===== src/rtl/pipelined_adder.sv =====
// Pipelined WIDTH-bit adder/subtractor: the carry chain is cut into STAGES equal chunks,
// one register stage per chunk, with valid/ready flow control and bubble collapse.
module pipelined_adder #(
    parameter int unsigned WIDTH  = 16,
    parameter int unsigned STAGES = 4
) (
    input  logic             clk,
    input  logic             rst_n,
    input  logic             in_valid,
    output logic             in_ready,
    input  logic [WIDTH-1:0] a,
    input  logic [WIDTH-1:0] b,
    input  logic             c_in,
    input  logic             sub,
    output logic             out_valid,
    input  logic             out_ready,
    output logic [WIDTH-1:0] s,
    output logic             c_out,
    output logic             ovf
);

    localparam int unsigned CW = WIDTH / STAGES;

    if (WIDTH < 1 || STAGES < 1 || (WIDTH % STAGES) != 0) begin : g_bad_params
        $error("pipelined_adder: STAGES must divide WIDTH exactly");
    end

    logic [WIDTH-1:0] b_eff;
    logic             cin_eff;
    logic [STAGES:0]  ready;

    assign b_eff         = sub ? ~b : b;
    assign cin_eff       = c_in ^ sub;
    assign ready[STAGES] = out_ready;
    assign in_ready      = ready[0];

    for (genvar i = 0; i < STAGES; i++) begin : g_stage
        logic                  v;
        logic                  cy;
        logic [CW*(i+1)-1:0]   res;
        logic [CW*(i+1)-1:0]   res_d;
        logic [CW-1:0]         a_ch;
        logic [CW-1:0]         b_ch;
        logic                  ci;
        logic                  load;
        logic [CW:0]           sum;

        // A stage is free when empty or when its content leaves this cycle
        assign ready[i] = !v || ready[i+1];
        assign sum      = {1'b0, a_ch} + {1'b0, b_ch} + {{CW{1'b0}}, ci};

        if (i == 0) begin : g_src
            assign a_ch  = a[CW-1:0];
            assign b_ch  = b_eff[CW-1:0];
            assign ci    = cin_eff;
            assign load  = in_valid && ready[0];
            assign res_d = sum[CW-1:0];
        end else begin : g_src
            assign a_ch  = g_stage[i-1].g_rem.a_rem[CW-1:0];
            assign b_ch  = g_stage[i-1].g_rem.b_rem[CW-1:0];
            assign ci    = g_stage[i-1].cy;
            assign load  = g_stage[i-1].v && ready[i];
            assign res_d = {sum[CW-1:0], g_stage[i-1].res};
        end

        always_ff @(posedge clk or negedge rst_n) begin
            if (!rst_n) begin
                v   <= 1'b0;
                cy  <= 1'b0;
                res <= '0;
            end else if (load) begin
                v   <= 1'b1;
                cy  <= sum[CW];
                res <= res_d;
            end else if (ready[i+1]) begin
                v   <= 1'b0;
            end
        end

        // Operand bits still waiting for the downstream chunks
        if (i < STAGES - 1) begin : g_rem
            localparam int unsigned RW = WIDTH - CW * (i + 1);
            logic [RW-1:0] a_rem;
            logic [RW-1:0] b_rem;
            logic [RW-1:0] a_rem_d;
            logic [RW-1:0] b_rem_d;

            if (i == 0) begin : g_first
                assign a_rem_d = a[WIDTH-1:CW];
                assign b_rem_d = b_eff[WIDTH-1:CW];
            end else begin : g_rest
                assign a_rem_d = g_stage[i-1].g_rem.a_rem[RW+CW-1:CW];
                assign b_rem_d = g_stage[i-1].g_rem.b_rem[RW+CW-1:CW];
            end

            always_ff @(posedge clk or negedge rst_n) begin
                if (!rst_n) begin
                    a_rem <= '0;
                    b_rem <= '0;
                end else if (load) begin
                    a_rem <= a_rem_d;
                    b_rem <= b_rem_d;
                end
            end
        end

        // The top chunk carries the sign bits, so overflow is resolved here
        if (i == STAGES - 1) begin : g_last
            logic ovf_q;

            always_ff @(posedge clk or negedge rst_n) begin
                if (!rst_n) begin
                    ovf_q <= 1'b0;
                end else if (load) begin
                    ovf_q <= (a_ch[CW-1] == b_ch[CW-1]) && (sum[CW-1] != a_ch[CW-1]);
                end
            end
        end
    end

    assign out_valid = g_stage[STAGES-1].v;
    assign s         = g_stage[STAGES-1].res;
    assign c_out     = g_stage[STAGES-1].cy;
    assign ovf       = g_stage[STAGES-1].g_last.ovf_q;

endmodule


===== config.mk =====
export PLATFORM = sky130hd
export DESIGN_NAME = pipelined_adder
export DESIGN_NICKNAME = d
export VERILOG_FILES = /design/src/rtl/pipelined_adder.sv
export SDC_FILE = /design/constraint.sdc
export NUM_CORES = 1
export LEC_CHECK = 0
export ABC_AREA = 1
export CAP_MARGIN = 30
export CORE_MARGIN = 2
export CORE_UTILIZATION = 60
export CTS_CLUSTER_DIAMETER = 30
export DETAILED_ROUTE_END_ITERATION = 16
export DONT_BUFFER_PORTS = 1
export GPL_ROUTABILITY_DRIVEN = 1
export GPL_TIMING_DRIVEN = 0
export PLACE_DENSITY = 0.76
export SYNTH_ARGS = -nofsm -noshare
export SYNTH_HDL_FRONTEND = slang
export SYNTH_SLANG_ARGS = --single-unit

===== constraint.sdc =====
create_clock -name clk -period 2.7 [get_ports clk]
set_input_delay 0.27 -clock clk [delete_from_list [all_inputs] [get_ports clk]]
set_output_delay 0.27 -clock clk [all_outputs]
set_load 0.01 [all_outputs]

==> results_tabular.tex, run 1 <==
\begin{tabular}{lr}
\hline
Metric & Value \\
\hline
\multicolumn{2}{l}{\textbf{Run status}} \\
Outcome & finished clean \\
\multicolumn{2}{l}{\textbf{Detailed routing}} \\
Final wirelength & 7850 um \\
Routed vias & 3085 \\
Detail-routed via count per cell & 5.07 \\
Number of nets with antenna violations after detailed routing & 0 \\
Drt drc & 0 \\
Initial DRC Count & 155 \\
Routed wire per std cell & 12.9 um \\
First-pass DRT Iterations & 4 \\
\multicolumn{2}{l}{\textbf{Power}} \\
Net Sw Frac & 34.2\% \\
Sequential fraction of design power & 51.7\% \\
Psw & 1480 uW \\
Total Power & 4330 uW \\
Clock Power Share & 23.6\% \\
Areal power density over the cells & 904 nW/um\^{}2 \\
Design internal power & 2850 uW \\
Logic gate share of total power & 24.7\% \\
Worst voltage drop across the vdd grid & 319 uV \\
Total leakage power & 0.00253 uW \\
\multicolumn{2}{l}{\textbf{Critical path}} \\
Nature of the critical path endpoint & register \\
Highest fanout seen on the critical path & 2 \\
Launch point of the worst reg-to-reg path & g\_stage[0].cy \\
Path type of the worst setup path & reg2reg \\
Startpoint type of the worst setup path & register \\
Required time of the critical path & 2.94 ns \\
Arrival @ worst endpoint & 2.02 ns \\
Reg2reg path depth & 4 \\
Worst setup slack for register-to-register paths & 0.92 ns \\
Worst flop-to-flop path endpoint & g\_stage[1].res[6] \\
\multicolumn{2}{l}{\textbf{Synthesis}} \\
Number of standard cells after synthesis & 491 \\
Yosys cell types & 25 \\
Post-synth EDFFs & 0 \\
Main combinational cell family by area after synthesis & simple AND/OR/NAND/NOR gates \\
Proportion of synthesized chip area in sequential cells & 55.0\% \\
Largest cells by area after synthesis & sky130\_fd\_sc\_hd\_\_dfrtp\_1 (55\%), sky130\_fd\_sc\_hd\_\_nand2\_1 (19\%), sky130\_fd\_sc\_hd\_\_nand3\_1 (4.4\%) \\
Fraction of synthesized cell area in xor and xnor cells & 4.17\% \\
Synth Area per Inst & 8.99 um\^{}2 \\
Post-Synthesis Cell Area & 4410 um\^{}2 \\
Share of Yosys cell area claimed by the top area cell type & 55.0\% \\
Post-Syn Nets & 549 \\
Share of synthesized area spent on multiplexers & 0\% \\
Compound-Gate Fraction of Synth Area & 3.46\% \\
Commonest cells in the netlist & sky130\_fd\_sc\_hd\_\_nand2\_1 (222), sky130\_fd\_sc\_hd\_\_dfrtp\_1 (97), sky130\_fd\_sc\_hd\_\_nand3\_1 (39), sky130\_fd\_sc\_hd\_\_inv\_1 (19), sky130\_fd\_sc\_hd\_\_xor2\_1 (19) \\
Async set-reset flop share out of synthesis & 100\% \\
Warnings, synthesis & 0 \\
Leading area contributor after synthesis & sky130\_fd\_sc\_hd\_\_dfrtp\_1 \\
Synth Area in Adders & 7.03\% \\
Yosys reg bits & 97 \\
Most frequent cell after synthesis & sky130\_fd\_sc\_hd\_\_nand2\_1 \\
Share of synthesized cell area in and, or, nand and nor gates & 25.5\% \\
Predominant post-synthesis flop cell & sky130\_fd\_sc\_hd\_\_dfrtp\_1 \\
\multicolumn{2}{l}{\textbf{Clocking}} \\
Cell chosen for the clock root & sky130\_fd\_sc\_hd\_\_clkbuf\_8 \\
\# hold bufs at CTS & 2 \\
Resize count post-CTS & 0 \\
Skew-Pair Late Insertion Delay & 0.36 ns \\
Number of sinks handled by clock tree synthesis & 97 \\
CTS tree & built \\
Post CTS Setup Buffer Count & 0 \\
Clock-pin transition on the worst setup and hold timing paths & 0.09 ns \\
TritonCTS Buffers & 9 \\
Longest Clk Path Bufs & 2 \\
CTS H-tree depth & 3 \\
\multicolumn{2}{l}{\textbf{Floorplanning}} \\
Core box area & 7180 um\^{}2 \\
Std cell rows & 31 \\
Number of top-level pins & 58 \\
Die boundary height & 89.8 um \\
Chip Width & 89.8 um \\
Starting density of the core & 61.5\% \\
Overall die area & 8060 um\^{}2 \\
\multicolumn{2}{l}{\textbf{Worst hold path}} \\
Instance count along the most critical hold path & 2 \\
Origin of the worst min-delay path & a[4] \\
Capture endpoint of the worst hold path & g\_stage[0].g\_rem.a\_rem[0] \\
Class of the tightest hold or removal check & in2reg \\
\multicolumn{2}{l}{\textbf{Global routing}} \\
First-pass GRT wire length & 13400 um \\
Largest net degree at the start of global routing & 98 \\
GR Util All Layers & 20.6\% \\
Vias in the first global route & 2926 \\
Antenna violations before repair & 0 \\
Leftover overflow at the end of global routing & 0 \\
\multicolumn{2}{l}{\textbf{Finish}} \\
Layout Area Growth over Synthesis & 8.65\% \\
Fill cells & 593 \\
Layout cell share with drive strength beyond 1 & 8.25\% \\
N\_diodes & 0 \\
Final \#Nets & 562 \\
\multicolumn{2}{l}{\textbf{Timing}} \\
Clock period minus final worst setup slack & 1.78 ns \\
Transition time at the pin with the least slew margin & 0.487 ns \\
Hold violation count in the final report & 0 \\
RSZ-0062 raised after global routing & no \\
Setup Skew & 0.00889 ns \\
Setup total negative slack & 0 ns \\
Final count of negative-setup-slack endpoints & 0 \\
Final clock period utilization by the worst path & 65.9\% \\
Worst slew margin relative to its limit & 67.6\% \\
Final Max Slew Viols & 0 \\
Maximum clock rate & 562 MHz \\
\multicolumn{2}{l}{\textbf{Place}} \\
Count of input and output buffers & 0 \\
HPWL after DPL & 5720 um \\
Gpl congestion & 0.837 \\
\multicolumn{2}{l}{\textbf{Flow run}} \\
Max-Cap Viols & 0 \\
\hline
\end{tabular}
-- cells in the final DEF, fill, tap and decap left out, drive strengths merged, types with 6 or more instances in the layout --
cell type / Yosys / routed
ha: 12 / 12
clkbuf: 3 / 13
dfrtp: 97 / 97
inv: 23 / 23
nand2: 224 / 224
o21ai: 23 / 23
fa: 8 / 8
buf: 19 / 20
xor2: 19 / 19
a21oi: 6 / 6
nor2: 8 / 8
nand3: 39 / 39
-- through the flow --
stage | setup WS (ns) | util, % | std cells | hold slack [ns] | instance area, um^2
3_5_place_dp | 0.624 | 63.2 | 590 | -0.0233 | 4540
3_3_place_gp | 0.648 | 63.2 | 590 | -0.0233 | 4540
2_1_floorplan | 0.728 | - | 491 | -0.0256 | 4410
6_report | 0.920 | 66.8 | 608 | 0.0493 | 4790
4_1_cts | 0.914 | 66.8 | 608 | 0.0403 | 4790
5_1_grt | 0.851 | 66.8 | 608 | 0.0505 | 4790
-- area by class of cell --
type | count | area [um^2] | area share [%]
plain buffers | 22 | 125 | 2.61
clock buffers | 10 | 128 | 2.66
clock inverters | 6 | 92.6 | 1.93
inverters | 23 | 86.3 | 1.80
multi-input cells | 349 | 1770 | 37.0
flip-flops and latches | 97 | 2430 | 50.6
well taps | 99 | 124 | 2.58
repair buffers | 2 | 37.5 | 0.783
-- registers in the layout, indices dropped and copies added, names as in the netlist --
name                 count
c_out                    1
g_stage.cy               3
g_stage.g_rem.a_rem     24
g_stage.g_rem.b_rem     24
g_stage.res             24
g_stage.v                3
out_valid                1
ovf                      1
s                       16
-- critical path, cell delays in order, from the launching register on --
cell and delay, ns:
sky130_fd_sc_hd__dfrtp_1 0.41, sky130_fd_sc_hd__fa_1 0.48, sky130_fd_sc_hd__fa_1 0.43, sky130_fd_sc_hd__xnor2_1 0.23
sky130_fd_sc_hd__o21ai_0 0.12
-- per-layer routing --
metal  vias to the layer above  track usage, %  wire length (um)
met2                        74            33.2              3640
met5                         -               0                 0
met4                         0            7.31               128
li1                       1562               -                 -
met3                        12            5.53               438
met1                      1437            27.2              3650
-- power by group through the flow --
stage,Sequential [uW],Clock (uW),Combinational (uW)
after floorplan,2190,0,854
after global placement,2250,0,1010
after detailed placement,2270,0,1050
after CTS,2240,1040,1090
after global routing,2290,1090,1260
final,2240,1020,1070
-- logic make-up (layout without fill, tap and decap cells) --
group,count (synthesis),count (layout)
AND/OR/NAND/NOR,278,278
AO/OA/AOI/OAI,30,30
XOR/XNOR,21,21
buffers and inverters,45,63
adder cells (fa/ha/maj),20,20
flip-flops,97,97
-- how the worst max path moves through the flow --
stage	start	to	slack, ns	cells after the start
global placement	sub	g_stage[0].res[2]	0.65	8
global route	g_stage[0].cy	g_stage[1].res[6]	0.85	4
detailed placement	sub	g_stage[0].res[2]	0.62	8
CTS	g_stage[0].cy	g_stage[1].res[6]	0.91	4
floorplan	sub	g_stage[0].res[2]	0.73	8
finish	g_stage[0].cy	g_stage[1].res[6]	0.92	4
No activity file was read; power rests on OpenSTA's default activity.
==> inputs of run 2 (changes only) <==
--- a/config.mk
+++ b/config.mk
@@ -8,13 +8,13 @@
 export ABC_AREA = 1
 export CAP_MARGIN = 30
 export CORE_MARGIN = 2
-export CORE_UTILIZATION = 60
+export CORE_UTILIZATION = 57
 export CTS_CLUSTER_DIAMETER = 30
 export DETAILED_ROUTE_END_ITERATION = 16
 export DONT_BUFFER_PORTS = 1
 export GPL_ROUTABILITY_DRIVEN = 1
 export GPL_TIMING_DRIVEN = 0
-export PLACE_DENSITY = 0.76
+export PLACE_DENSITY = 0.75
 export SYNTH_ARGS = -nofsm -noshare
 export SYNTH_HDL_FRONTEND = slang
 export SYNTH_SLANG_ARGS = --single-unit
==> constraint.sdc (replaced) <==
create_clock -name clk -period 1.5 [get_ports clk]
set_input_delay 0.15 -clock clk [delete_from_list [all_inputs] [get_ports clk]]
set_output_delay 0.15 -clock clk [all_outputs]
set_load 0.01 [all_outputs]
==> results_tabular.tex, run 2 (same netlist as run 1, synthesis figures left out) <==
\begin{tabular}{lr}
\hline
Metric & Value \\
\hline
\multicolumn{2}{l}{\textbf{Clocking}} \\
CTS tree & built \\
\# hold bufs at CTS & 24 (+22) \\
Cell chosen for the clock root & sky130\_fd\_sc\_hd\_\_clkbuf\_8 \\
Number of sinks handled by clock tree synthesis & 97 (unchanged) \\
TritonCTS Buffers & 9 (unchanged) \\
Longest Clk Path Bufs & 2 (unchanged) \\
Clock-pin transition on the worst setup and hold timing paths & 0.09 ns (about the same) \\
Skew-Pair Late Insertion Delay & 0.36 ns (about the same) \\
CTS H-tree depth & 3 (unchanged) \\
\multicolumn{2}{l}{\textbf{Timing}} \\
Worst slew margin relative to its limit & 68.7\% (+1.2 points) \\
Worst hold margin & -0.526 ns (-0.575 ns) \\
Clock period minus final worst setup slack & 1.60 ns (-0.182 ns) \\
Maximum clock rate & 626 MHz (+11\%) \\
Min setup slack post-route & -0.0987 ns (-1.02 ns) \\
Final count of negative-setup-slack endpoints & 6 (+6) \\
Final clock period utilization by the worst path & 107\% (+41 points) \\
Hold violation count in the final report & 97 (+97) \\
Final Max Slew Viols & 0 (unchanged) \\
Transition time at the pin with the least slew margin & 0.469 ns (-0.0174 ns) \\
RSZ-0062 raised after global routing & yes \\
Setup Skew & 0.00721 ns (-0.00168 ns) \\
\multicolumn{2}{l}{\textbf{Critical path}} \\
Crit-path cells & fa\_2 > fa\_2 > xnor2\_2 > o21ai\_1 \\
Arrival @ worst endpoint & 1.85 ns (-0.17 ns) \\
Reg2reg path depth & 4 (unchanged) \\
Required time of the critical path & 1.75 ns (-1.19 ns) \\
Highest-delay cell along the critical path & sky130\_fd\_sc\_hd\_\_fa\_2 \\
Startpoint type of the worst setup path & register \\
Most prevalent standard cell on the critical path & sky130\_fd\_sc\_hd\_\_fa\_2 \\
Path type of the worst setup path & reg2reg \\
Highest fanout seen on the critical path & 2 (unchanged) \\
CP peak stage delay & 0.42 ns (-0.06 ns) \\
Nature of the critical path endpoint & register \\
\multicolumn{2}{l}{\textbf{Global routing}} \\
Vias in the first global route & 3257 (+11\%) \\
First-pass GRT wire length & 14500 um (+7.8\%) \\
Antenna violations before repair & 0 (unchanged) \\
Leftover overflow at the end of global routing & 0 (unchanged) \\
GR Util All Layers & 21.7\% (+1.1 points) \\
Largest net degree at the start of global routing & 98 (unchanged) \\
\multicolumn{2}{l}{\textbf{Power}} \\
Total leakage power & 0.00263 uW (+4.0\%) \\
Worst voltage drop across the vdd grid & 618 uV (+94\%) \\
Total Power & 7830 uW (+81\%) \\
Areal power density over the cells & 1540 nW/um\^{}2 (+70\%) \\
\multicolumn{2}{l}{\textbf{Finish}} \\
Most frequent standard cell in the layout excluding fill and tap cells & sky130\_fd\_sc\_hd\_\_nand2\_1 \\
Layout cell share with drive strength beyond 1 & 11.5\% (+3.2 points) \\
Layout Area Growth over Synthesis & 15.4\% \\
Non-filler cells, final & 634 (+4.3\%) \\
Commonest cells after routing, fill and taps aside & sky130\_fd\_sc\_hd\_\_nand2\_1 (221), sky130\_fd\_sc\_hd\_\_dfrtp\_1 (96), sky130\_fd\_sc\_hd\_\_nand3\_1 (37) \\
N\_diodes & 0 (unchanged) \\
Biggest registers after layout & g\_stage.g\_rem.a\_rem: 24 flops, g\_stage.g\_rem.b\_rem: 24 flops, g\_stage.res: 24 flops \\
Final \#Nets & 586 (+4.3\%) \\
\multicolumn{2}{l}{\textbf{Detailed routing}} \\
Routed wire per std cell & 13.3 um (+3.1\%) \\
Routed vias & 3192 (+3.5\%) \\
First-pass DRT Iterations & 4 (unchanged) \\
Final wirelength & 8440 um (+7.5\%) \\
Number of nets with antenna violations after detailed routing & 0 (unchanged) \\
Initial DRC Count & 151 (-2.6\%) \\
Drt drc & 0 (unchanged) \\
Detail-routed via count per cell & 5.03 (-0.77\%) \\
\multicolumn{2}{l}{\textbf{Floorplanning}} \\
Core box area & 7610 um\^{}2 (+6.0\%) \\
Starting density of the core & 58.0\% (-3.5 points) \\
Overall die area & 8460 um\^{}2 (+5.0\%) \\
Chip Width & 92.0 um (+2.5\%) \\
Number of top-level pins & 58 (unchanged) \\
Die boundary height & 92.0 um (+2.5\%) \\
Std cell rows & 32 (+3.2\%) \\
\multicolumn{2}{l}{\textbf{Run status}} \\
Outcome & finished with violations \\
Failing checks & hold timing, setup timing \\
\multicolumn{2}{l}{\textbf{Flow run}} \\
Max-Cap Viols & 0 (unchanged) \\
\multicolumn{2}{l}{\textbf{Place}} \\
HPWL after DPL & 5850 um (+2.1\%) \\
Gpl congestion & 0.846 (+1.1\%) \\
Count of input and output buffers & 0 (unchanged) \\
DP Cell Count & 593 (+0.51\%) \\
\multicolumn{2}{l}{\textbf{Worst hold path}} \\
Class of the tightest hold or removal check & in2async \\
\hline
\end{tabular}
[run 2: cell types whose count changed in the layout (fill, tap and decap cells not counted), sizes merged]
cell	previous run	this run
clkinv	2	1
clkinvlp	2	3
buf	20	21
dlygate4sd3	1	24
bufinv	2	1
[run 2: final timing paths]
check | start | end | slack (ns)
min in group clk | b[13] | g_stage[0].g_rem.b_rem[9] | 0.01
worst max-delay path | g_stage[0].g_rem.b_rem[0] | g_stage[1].res[6] | -0.1
worst min-delay path | rst_n | g_stage[1].res[0] | -0.53
max in group asynchronous | rst_n | g_stage[0].g_rem.b_rem[3] | 1.89
worst min register to register | g_stage[0].res[1] | g_stage[1].res[1] | 0.47
worst max register to register | g_stage[0].g_rem.b_rem[0] | g_stage[1].res[6] | -0.1
[run 2: layout make-up]
| cell class | count | area, um^2 |
|---|---|---|
| inverters | 23 | 86.3 |
| repair buffers | 26 | 259 |
| multi-input cells | 349 | 1850 |
| fillers | 613 | 2520 |
| clock inverters | 5 | 57.6 |
| flip-flops and latches | 97 | 2430 |
| plain buffers | 22 | 159 |
| well taps | 102 | 128 |
| clock buffers | 10 | 128 |
[run 2: power breakdown]
group	switching (uW)	total, uW	internal, uW
logic	1220	2170	949
clock network	870	1630	759
registers	622	4030	3410
total	2720	7830	5120
[run 2: metal layers]
layer | vias up | part of all wire [%] | global-route usage (%)
met5 | - | 0 | 0
met4 | 0 | 1.8 | 8.58
met3 | 14 | 4.5 | 4.85
met2 | 75 | 49 | 36.0
met1 | 1491 | 45 | 28.0
li1 | 1612 | - | -
[run 2: what timing repair did]
| item | 4_1_cts | 5_1_grt |
|---|---|---|
| gates resized for setup | 13 | 9 |
| buffers inserted | 2 | 0 |
| hold endpoints to repair | 122 | 97 |
| pin swaps | 9 | 3 |
| setup endpoints to repair | 10 | 12 |
[run 2: critical path, delay by kind of cell, from the launching register on]
family,cells,cell delay [ns]
flip-flops,1,0.41
XOR/XNOR,1,0.18
adder cells (fa/ha/maj),2,0.82
AO/OA/AOI/OAI,1,0.08
[run 2: stage by stage]
stage / util (%) / instance area (um^2) / worst slack, ns / TNS (ns)
6_report: 66.9 / 5090 / -0.0987 / -0.352
3_3_place_gp: 60.3 / 4590 / -0.223 / -0.935
4_1_cts: 66.6 / 5070 / -0.0930 / -0.384
3_5_place_dp: 60.3 / 4590 / -0.243 / -1.20
2_1_floorplan: - / 4460 / -0.174 / -0.504
5_1_grt: 66.9 / 5090 / -0.148 / -0.726
==> inputs of run 3 (changes only) <==
--- a/config.mk
+++ b/config.mk
@@ -8,13 +8,13 @@
 export ABC_AREA = 1
 export CAP_MARGIN = 30
 export CORE_MARGIN = 2
-export CORE_UTILIZATION = 57
+export CORE_UTILIZATION = 50
 export CTS_CLUSTER_DIAMETER = 30
 export DETAILED_ROUTE_END_ITERATION = 16
-export DONT_BUFFER_PORTS = 1
 export GPL_ROUTABILITY_DRIVEN = 1
 export GPL_TIMING_DRIVEN = 0
-export PLACE_DENSITY = 0.75
+export PLACE_DENSITY = 0.76
+export SLEW_MARGIN = 15
 export SYNTH_ARGS = -nofsm -noshare
 export SYNTH_HDL_FRONTEND = slang
 export SYNTH_SLANG_ARGS = --single-unit
==> results_tabular.tex, run 3 (same netlist as run 1, synthesis figures left out) <==
\begin{tabular}{lr}
\hline
Metric & Value \\
\hline
\multicolumn{2}{l}{\textbf{Timing}} \\
Min setup slack post-route & -0.0646 ns (+0.0341 ns) \\
Hold violation count in the final report & 0 (-100\%) \\
Transition time at the pin with the least slew margin & 0.474 ns (+0.00461 ns) \\
Worst slew margin relative to its limit & 68.4\% (-0.31 points) \\
Final clock period utilization by the worst path & 104\% (-2.3 points) \\
RSZ-0062 raised after global routing & yes \\
Maximum clock rate & 639 MHz (+2.2\%) \\
Setup Skew & 0.0103 ns (+0.00312 ns) \\
Clock period minus final worst setup slack & 1.56 ns (-0.0341 ns) \\
Final Max Slew Viols & 0 (unchanged) \\
Final count of negative-setup-slack endpoints & 6 (unchanged) \\
\multicolumn{2}{l}{\textbf{Critical path}} \\
Arrival @ worst endpoint & 1.85 ns (about the same) \\
Nature of the critical path endpoint & register \\
Path type of the worst setup path & reg2reg \\
CP startpoint & g\_stage[0].cy \\
Most prevalent standard cell on the critical path & sky130\_fd\_sc\_hd\_\_fa\_2 \\
Highest fanout seen on the critical path & 2 (unchanged) \\
Startpoint type of the worst setup path & register \\
CP peak stage delay & 0.42 ns (about the same) \\
Required time of the critical path & 1.78 ns (+0.03 ns) \\
Crit-path cells & fa\_2 > fa\_2 > xnor2\_2 > o21ai\_1 \\
Highest-delay cell along the critical path & sky130\_fd\_sc\_hd\_\_fa\_2 \\
Launch point of the worst reg-to-reg path & g\_stage[0].cy \\
\multicolumn{2}{l}{\textbf{Clocking}} \\
CTS tree & built \\
CTS H-tree depth & 3 (unchanged) \\
Longest Clk Path Bufs & 2 (unchanged) \\
Number of sinks handled by clock tree synthesis & 97 (unchanged) \\
Skew-Pair Late Insertion Delay & 0.36 ns (about the same) \\
TritonCTS Buffers & 9 (unchanged) \\
Clock-pin transition on the worst setup and hold timing paths & 0.09 ns (about the same) \\
Cell chosen for the clock root & sky130\_fd\_sc\_hd\_\_clkbuf\_8 \\
\multicolumn{2}{l}{\textbf{Floorplanning}} \\
Starting density of the core & 51.1\% (-6.9 points) \\
Overall die area & 9590 um\^{}2 (+13\%) \\
Die boundary height & 97.9 um (+6.5\%) \\
Number of top-level pins & 58 (unchanged) \\
Std cell rows & 34 (+6.3\%) \\
Chip Width & 97.9 um (+6.5\%) \\
Core box area & 8640 um\^{}2 (+14\%) \\
\multicolumn{2}{l}{\textbf{Detailed routing}} \\
Drt drc & 0 (unchanged) \\
Routed wire per std cell & 12.4 um (-7.0\%) \\
Routed vias & 3313 (+3.8\%) \\
Number of nets with antenna violations after detailed routing & 0 (unchanged) \\
Final wirelength & 8470 um (+0.34\%) \\
First-pass DRT Iterations & 4 (unchanged) \\
Initial DRC Count & 139 (-7.9\%) \\
Detail-routed via count per cell & 4.84 (-3.8\%) \\
\multicolumn{2}{l}{\textbf{Global routing}} \\
Vias in the first global route & 3323 (+2.0\%) \\
Antenna violations before repair & 0 (unchanged) \\
GRT Max-Usage Layer & met2 \\
Fraction of met3 tracks used by global routing & 4.44\% (-0.41 points) \\
GR Util All Layers & 19.1\% (-2.6 points) \\
Met2 layer usage reported by global route & 32.6\% (-3.4 points) \\
Global routing met1 resource utilization & 24.6\% (-3.4 points) \\
Leftover overflow at the end of global routing & 0 (unchanged) \\
First-pass GRT wire length & 14800 um (+2.2\%) \\
Largest net degree at the start of global routing & 64 (-35\%) \\
\multicolumn{2}{l}{\textbf{Finish}} \\
Layout cell share with drive strength beyond 1 & 13.0\% (+1.6 points) \\
Final \#Nets & 629 (+7.3\%) \\
Post-Route Utilization & 64.5\% (-2.5 points) \\
Non-filler cells, final & 684 (+7.9\%) \\
Most frequent standard cell in the layout excluding fill and tap cells & sky130\_fd\_sc\_hd\_\_nand2\_1 \\
Commonest cells after routing, fill and taps aside & sky130\_fd\_sc\_hd\_\_nand2\_1 (220), sky130\_fd\_sc\_hd\_\_dfrtp\_1 (97), sky130\_fd\_sc\_hd\_\_clkdlybuf4s50\_1 (51) \\
Biggest registers after layout & g\_stage.g\_rem.a\_rem: 24 flops, g\_stage.g\_rem.b\_rem: 24 flops, g\_stage.res: 24 flops \\
N\_diodes & 0 (unchanged) \\
Layout Area Growth over Synthesis & 26.2\% \\
\multicolumn{2}{l}{\textbf{Power}} \\
Areal power density over the cells & 1550 nW/um\^{}2 (+0.49\%) \\
Total leakage power & 0.00285 uW (+8.2\%) \\
Worst voltage drop across the vdd grid & 650 uV (+5.3\%) \\
\multicolumn{2}{l}{\textbf{Place}} \\
DP Cell Count & 656 (+11\%) \\
Count of input and output buffers & 56 (+56) \\
Gpl congestion & 0.846 (unchanged) \\
HPWL after DPL & 6220 um (+6.4\%) \\
\multicolumn{2}{l}{\textbf{Worst hold path}} \\
Class of the tightest hold or removal check & in2reg \\
Origin of the worst min-delay path & sub \\
\multicolumn{2}{l}{\textbf{Run status}} \\
Failing checks & setup timing \\
Outcome & finished with violations \\
\multicolumn{2}{l}{\textbf{Flow run}} \\
Max-Cap Viols & 0 (unchanged) \\
\hline
\end{tabular}
-- run 3: cell types whose count changed in the layout (fill, tap and decap cells not counted), sizes merged, moves of 2 or more --
| cell | change |
|---|---|
| clkinvlp | -2 |
| dlygate4sd2 | +2 |
| buf | +12 |
| dlygate4sd3 | -23 |
| clkdlybuf4s50 | +51 |
-- run 3: final timing paths --
kind | end | slack [ns] | cells after the start
hold reg to reg | g_stage[1].res[0] | 0.48 | 2
setup reg to reg | g_stage[1].res[6] | -0.06 | 4
max in group asynchronous | g_stage[1].g_rem.a_rem[3] | 0.57 | 3
min in group asynchronous | g_stage[2].res[0] | 0.29 | 2
hold / removal | g_stage[0].g_rem.b_rem[2] | 0.11 | 4
setup / recovery | g_stage[1].res[6] | -0.06 | 4
-- run 3: what timing repair did --
action / in CTS / in global routing
setup buffers: 5 / 6
hold buffers: 1 / 0
endpoints found under the hold margin: 34 / 0
pin swaps: 11 / 11
resized for setup: 20 / 11
endpoints found under the setup margin: 13 / 25
-- run 3: layout make-up --
type | count | area [um^2]
fillers | 739 | 3070
clock buffers | 10 | 138
flip-flops and latches | 97 | 2430
clock inverters | 6 | 90.1
plain buffers | 22 | 165
multi-input cells | 349 | 1850
well taps | 108 | 135
repair buffers | 69 | 679
inverters | 23 | 86.3
-- run 3: per-layer routing --
layer / part of all wire (%) / up-vias
met5: 0 / -
met4: 1.4 / 0
met3: 4.0 / 11
met2: 49 / 63
met1: 46 / 1549
li1: - / 1690
-- run 3: through the flow --
| step | total power, uW | cell area, um^2 | worst slack [ns] | setup TNS (ns) | hold WS, ns |
|---|---|---|---|---|---|
| after detailed placement | 6600 | 5180 | -0.448 | -3.42 | 0.139 |
| after global placement | 6460 | 5150 | -3.10 | -302.34 | 0.456 |
| after CTS | 8630 | 5500 | -0.111 | -0.384 | 0.102 |
| after global routing | 9240 | 5570 | -0.113 | -0.570 | 0.122 |
| final | 8610 | 5570 | -0.0646 | -0.237 | 0.113 |
| after floorplan | 5500 | 4460 | -0.174 | -0.504 | -0.146 |
-- run 3: power by group --
part | switching, uW | internal (uW)
combinational | 1450 | 1380
clock | 903 | 991
sequential | 480 | 3410
-- run 3: worst max-delay path: cells and delay by family, from the launching register on --
| kind | cells | cell delay, ns |
|---|---|---|
| adders and majority gates | 2 | 0.81 |
| AOI/OAI and AO/OA | 1 | 0.12 |
| xor gates and xnor gates | 1 | 0.15 |
| DFF | 1 | 0.41 |
==> edit 1: new RTL, config.mk and constraints of run 1 <==
`WIDTH`: 16 -> 32.
--- a/src/rtl/pipelined_adder.sv
+++ b/src/rtl/pipelined_adder.sv
@@ -1,7 +1,7 @@
 // Pipelined WIDTH-bit adder/subtractor: the carry chain is cut into STAGES equal chunks,
 // one register stage per chunk, with valid/ready flow control and bubble collapse.
 module pipelined_adder #(
-    parameter int unsigned WIDTH  = 16,
+    parameter int unsigned WIDTH  = 32,
     parameter int unsigned STAGES = 4
 ) (
     input  logic             clk,
Interface: changed (resized a, b and s); port bits go from 58 to 106. No check against the original RTL was run, so the function may have changed too.
==> edit 1 against run 1 <==
The run now ends with hold timing left; routed wire length is 130% higher; design area rose by 110%; power is 150% higher; sequential cell count up 88; die area up 94%; hold slack worse by 0.51 ns; synthesized area up 100%; setup slack worse by 0.12 ns; largest power group unchanged; highest routed layer unchanged.
==> edit 1: results (changes against run 1) <==
* Met2 Use GR at 0.400 (+0.0682)
* Clk slew on worst S/H paths at 0.06 ns (-0.03 ns)
* Layout Nets at 1159 (+110%)
* Status: finished with violations
* Reg-to-Reg End: s[28]
* Flop-to-flop setup slack at 0.81 ns (-0.11 ns)
* Most frequent cells after synthesis: nand2_1 (425), dfrtp_1 (185), inv_1 (84), o21ai_1 (38), nand3_1 (35)
* DR WL/cell at 14.5 µm (+13%)
* Cells after Synth at 1009 (+110%)
* Biggest regs: g_stage.g_rem.a_rem x48, g_stage.g_rem.b_rem x48, g_stage.res x48
* Worst min-delay path class: in2async
* Layout cells sized above 1 at 0.114 (+0.0319)
* Crit path from: sub
* Hold slack at -0.461 ns (-0.511 ns)
* Skew-Pair Late Insertion Delay at 0.43 ns (+0.07 ns)
* Pre-CTS WS at 0.326 ns (-0.298 ns)
* Final Worst Setup Slack at 0.797 ns (-0.123 ns)
* Largest cells by area after synthesis: dfrtp_1 (53%), nand2_1 (18%), ha_1 (4.0%)
* Met1 Use GR at 0.338 (+0.0658)
* Largest net degree at the start of global routing at 186 (+90%)
* First-pass GRT wire length at 31.4 mm (+130%)
* Total track usage at 0.249 (+0.0438)
* CTS buffer count at 17 (+8)
* Vias in the first global route at 6523 (+120%)
* WL final at 18.2 mm (+130%)
* Violated checks: hold timing
* Sequential share of the synthesized area at 0.526 (-0.0245)
* Hold-fix buffers, CTS at 25 (+23)
* Post-DP Area at 9040 µm² (+99%)
* Switching share of power at 0.364 (+0.0216)
* FF-to-FF Start: g_stage[2].cy
* Via density at 5.20 (+2.5%)
* Syn Nets at 1115 (+100%)
* Setup skew after layout at 0.00692 ns (-0.00198 ns)
* Placer Congestion at 0.853 (+1.9%)
* Lkg Pwr at 5.19 nW (+110%)
* Worst Tran Pin Value at 0.346 ns (-0.141 ns)
* Maximum vdd drop at 0.529 mV (+66%)
* Hold Fails Final Rpt at 185 (+185)
==> edit 1: how the worst max path moves through the flow <==
stage	end	depth (start not counted)
after global placement	g_stage[0].res[4]	10
after detailed placement	g_stage[0].res[4]	10
after floorplan	g_stage[0].res[4]	10
after CTS	g_stage[0].res[4]	10
final	g_stage[0].res[4]	10
after global routing	g_stage[0].cy	11
==> edit 1: cells by family (layout without fill, tap and decap cells) <==
kind of cell               count (synthesis)  after routing  synth area share
DFF                                      185            185             0.526
and+or+nand+nor                          507            507             0.232
xor gates and xnor gates                  41             41            0.0408
buffers and inverters                    127            184            0.0671
AOI/OAI and AO/OA                        113            113            0.0760
adders and majority gates                 36             36            0.0580
==> edit 1: worst max-delay path, cell delays in order <==
cell     delay [ns]
buf_2          0.15
buf_2          0.31
xor2_1         0.23
fa_1           0.23
inv_1          0.06
fa_1           0.41
o21ai_0        0.31
nand2_1        0.09
nand2_1        0.10
o21ai_2        0.05
==> edit 1: power groups by stage <==
stage | logic [mW] | clock network [mW] | registers (mW)
6_report | 3.46 | 2.75 | 4.52
3_3_place_gp | 3.28 | 0 | 4.53
5_1_grt | 4.00 | 2.90 | 4.63
3_5_place_dp | 3.40 | 0 | 4.56
2_1_floorplan | 2.68 | 0 | 4.36
4_1_cts | 3.47 | 2.78 | 4.52
==> edit 1: repair_timing <==
item	in CTS	in global routing
gates resized for setup	0	0
setup endpoints to repair	0	0
endpoints found under the hold margin	210	185
==> edit 1: final cells by class <==
type,instances,area [µm²]
Sequential cell,185,4630
Clock buffer,21,470
Fill cell,1163,4470
Inverter,88,330
Tap cell,184,230
Buffer,39,260
Clock inverter,11,193
Multi-Input combinational cell,697,3590
Timing Repair Buffer,25,250
==> edit 1: metrics by stage <==
| stage | power, mW | utilization | hold slack [ns] |
|---|---|---|---|
| floorplan | 7.05 | - | -0.0256 |
| global placement | 7.81 | 0.626 | -0.0152 |
| detailed placement | 7.97 | 0.626 | -0.0166 |
| CTS | 10.8 | 0.690 | -0.477 |
| global route | 11.5 | 0.690 | -0.480 |
| finish | 10.7 | 0.690 | -0.461 |
==> edit 1: per-layer routing <==
layer / vias up / part of all wire
met1: 3098 / 0.46
met5: - / 0
met4: 0 / 0.015
met2: 154 / 0.47
met3: 23 / 0.056
li1: 3224 / -
==> edit 2: new RTL, config.mk and constraints of run 1 <==
Made on the original files. Register the output `ovf`; this adds one clock of latency there. The other outputs are not delayed to match.
--- a/src/rtl/pipelined_adder.sv
+++ b/src/rtl/pipelined_adder.sv
@@ -121,7 +121,9 @@
     assign out_valid = g_stage[STAGES-1].v;
     assign s         = g_stage[STAGES-1].res;
     assign c_out     = g_stage[STAGES-1].cy;
-    assign ovf       = g_stage[STAGES-1].g_last.ovf_q;
+    always_ff @(posedge clk) begin
+        ovf <= g_stage[STAGES-1].g_last.ovf_q;
+    end
 
 endmodule
 
Behaviour: not the same (Yosys sat finds a counterexample within 10 cycles, from zero or initial values and one cycle with rst_n low).
==> edit 2 against run 1 <==
Sequential cell count is 1 higher; setup slack better by 0.010 ns; clock skew hardly changed; largest power group unchanged; routed wire length is 1.3% lower; synthesized area is 0.45% higher; design area is 0.63% lower; highest routed layer unchanged; power is 4.1% lower; sequential share of layout area is 0.74 points higher.
==> edit 2: results (changes against run 1) <==
* Clock tree buffer depth at 2 (unchanged)
* Layout cells sized above 1 at 0.0843 (+0.00180)
* H-tree levels at 3 (unchanged)
* Sequential share of the synthesized area at 0.552 (+0.00203)
* Worst reg2reg path depth at 4 (unchanged)
* Reg-to-Reg End: g_stage[1].res[6]
* Synth unique cells at 26 (+4.0%)
* Worst-path fanout max at 2 (unchanged)
* Worst min-delay path class: in2reg
* Clk slew on worst S/H paths at 0.09 ns (about the same)
* WS Path Type: reg2reg
* Maximum vdd drop at 0.297 mV (-7.0%)
* Largest cells by area after synthesis: dfrtp_1 (55%), nand2_1 (19%), nand3_1 (4.4%)
* Internal power at 2.68 mW (-6.0%)
* DR WL/cell at 12.7 µm (-1.4%)
* Status: completed
* # fillers at 630 (+6.2%)
* CP Data Arrival Time at 2.00 ns (-0.02 ns)
* Setup skew after layout at 0.00847 ns (-0.000425 ns)
* Synth warnings at 0 (unchanged)
* Via density at 5.03 (-0.84%)
* Post-synthesis compound-gate area fraction at 0.0344 (-0.000156)
* Worst relative slew slack at 0.681 (+0.00569)
* Total track usage at 0.210 (+0.00455)
* Clk pwr at 824 µW (-19%)
* Layout Nets at 563 (+0.18%)
* Antenna cells at 0 (unchanged)
* Crit path from: g_stage[0].cy
* Syn Nets at 550 (+0.18%)
* Mux cell area share after synthesis at 0 (unchanged)
* Initial antenna violation count at 0 (unchanged)
* Largest net degree at the start of global routing at 98 (unchanged)
* Skew-Pair Late Insertion Delay at 0.35 ns
* Number of port buffers at 0 (unchanged)
* Hold-fix buffers, CTS at 2 (unchanged)
* Flop-to-flop setup slack at 0.93 ns
* Adder-cell area share of the yosys netlist at 0.0700 (-0.000318)
* Power share of the clock group at 0.198 (-0.038)
* Comb power frac at 0.259 (+0.012)
* Placer Congestion at 0.844 (+0.84%)
* Vias in the first global route at 3044 (+4.0%)
* Pre-Repair DR Iteration Count at 4 (unchanged)
* Biggest regs: g_stage.g_rem.a_rem x24, g_stage.g_rem.b_rem x24, g_stage.res x24
* Lkg Pwr at 2.52 nW (-0.53%)
* Root Buffer: clkbuf_8
* CTS buffer count at 9 (unchanged)
* DRT iter0 DRCs at 101 (-35%)
* Final HPWL DP at 5.76 mm (+0.65%)
* First-pass GRT wire length at 13.8 mm (+2.5%)
* Post-Synth XOR/XNOR Area at 0.0415 (-0.000188)
* Most frequent cells after synthesis: nand2_1 (222), dfrtp_1 (97), nand3_1 (39), inv_1 (19), xor2_1 (19)
* Post-CTS Setup Inserts at 0 (unchanged)
* Synth async-reset ratio at 0.990 (-0.0102)
* Cts repair resizes at 0 (unchanged)
edit 2: cell count changes after synthesis:
cell,run 1,this run
dfxtp_1,0,1
edit 2: layer usage:
metal,track usage,vias to the layer above,wire (µm)
met4,0.0551,0,105
met3,0.0578,11,367
met1,0.284,1416,3710
li1,-,1567,-
met2,0.341,70,3570
met5,0,-,0
edit 2: how the worst min path moves through the flow:
stage | from | endpoint | slack, ns | depth (start not counted)
3_5_place_dp | rst_n | s[0] | -0.02 | 0
2_1_floorplan | rst_n | c_out | -0.03 | 0
5_1_grt | a[11] | g_stage[0].g_rem.a_rem[7] | 0.03 | 2
3_3_place_gp | rst_n | s[0] | -0.02 | 0
4_1_cts | a[7] | g_stage[0].g_rem.a_rem[3] | 0.04 | 2
6_report | a[7] | g_stage[0].g_rem.a_rem[3] | 0.05 | 2
edit 2: critical path, stage by stage (launching register included):
cell and delay [ns]:
dfrtp_1 0.41, fa_1 0.48, fa_1 0.43, xnor2_1 0.22
o21ai_0 0.12
edit 2: final cells by class:
type                    instances  area share
plain buffers                  22      0.0263
clock buffers                   9      0.0260
clock inverters                 7     0.00972
inverters                      23      0.0181
multi-input cells             349       0.372
flip-flops and latches         98       0.514
well taps                      99      0.0260
repair buffers                  2     0.00788
edit 2: through the flow:
stage | std cells | hold WS, ns | setup slack (ns) | instance area, µm²
floorplan | 492 | -0.0256 | 0.728 | 4430
global placement | 591 | -0.0227 | 0.651 | 4560
detailed placement | 591 | -0.0228 | 0.622 | 4560
CTS | 609 | 0.0368 | 0.931 | 4760
global route | 609 | 0.0344 | 0.845 | 4760
finish | 609 | 0.0514 | 0.930 | 4760
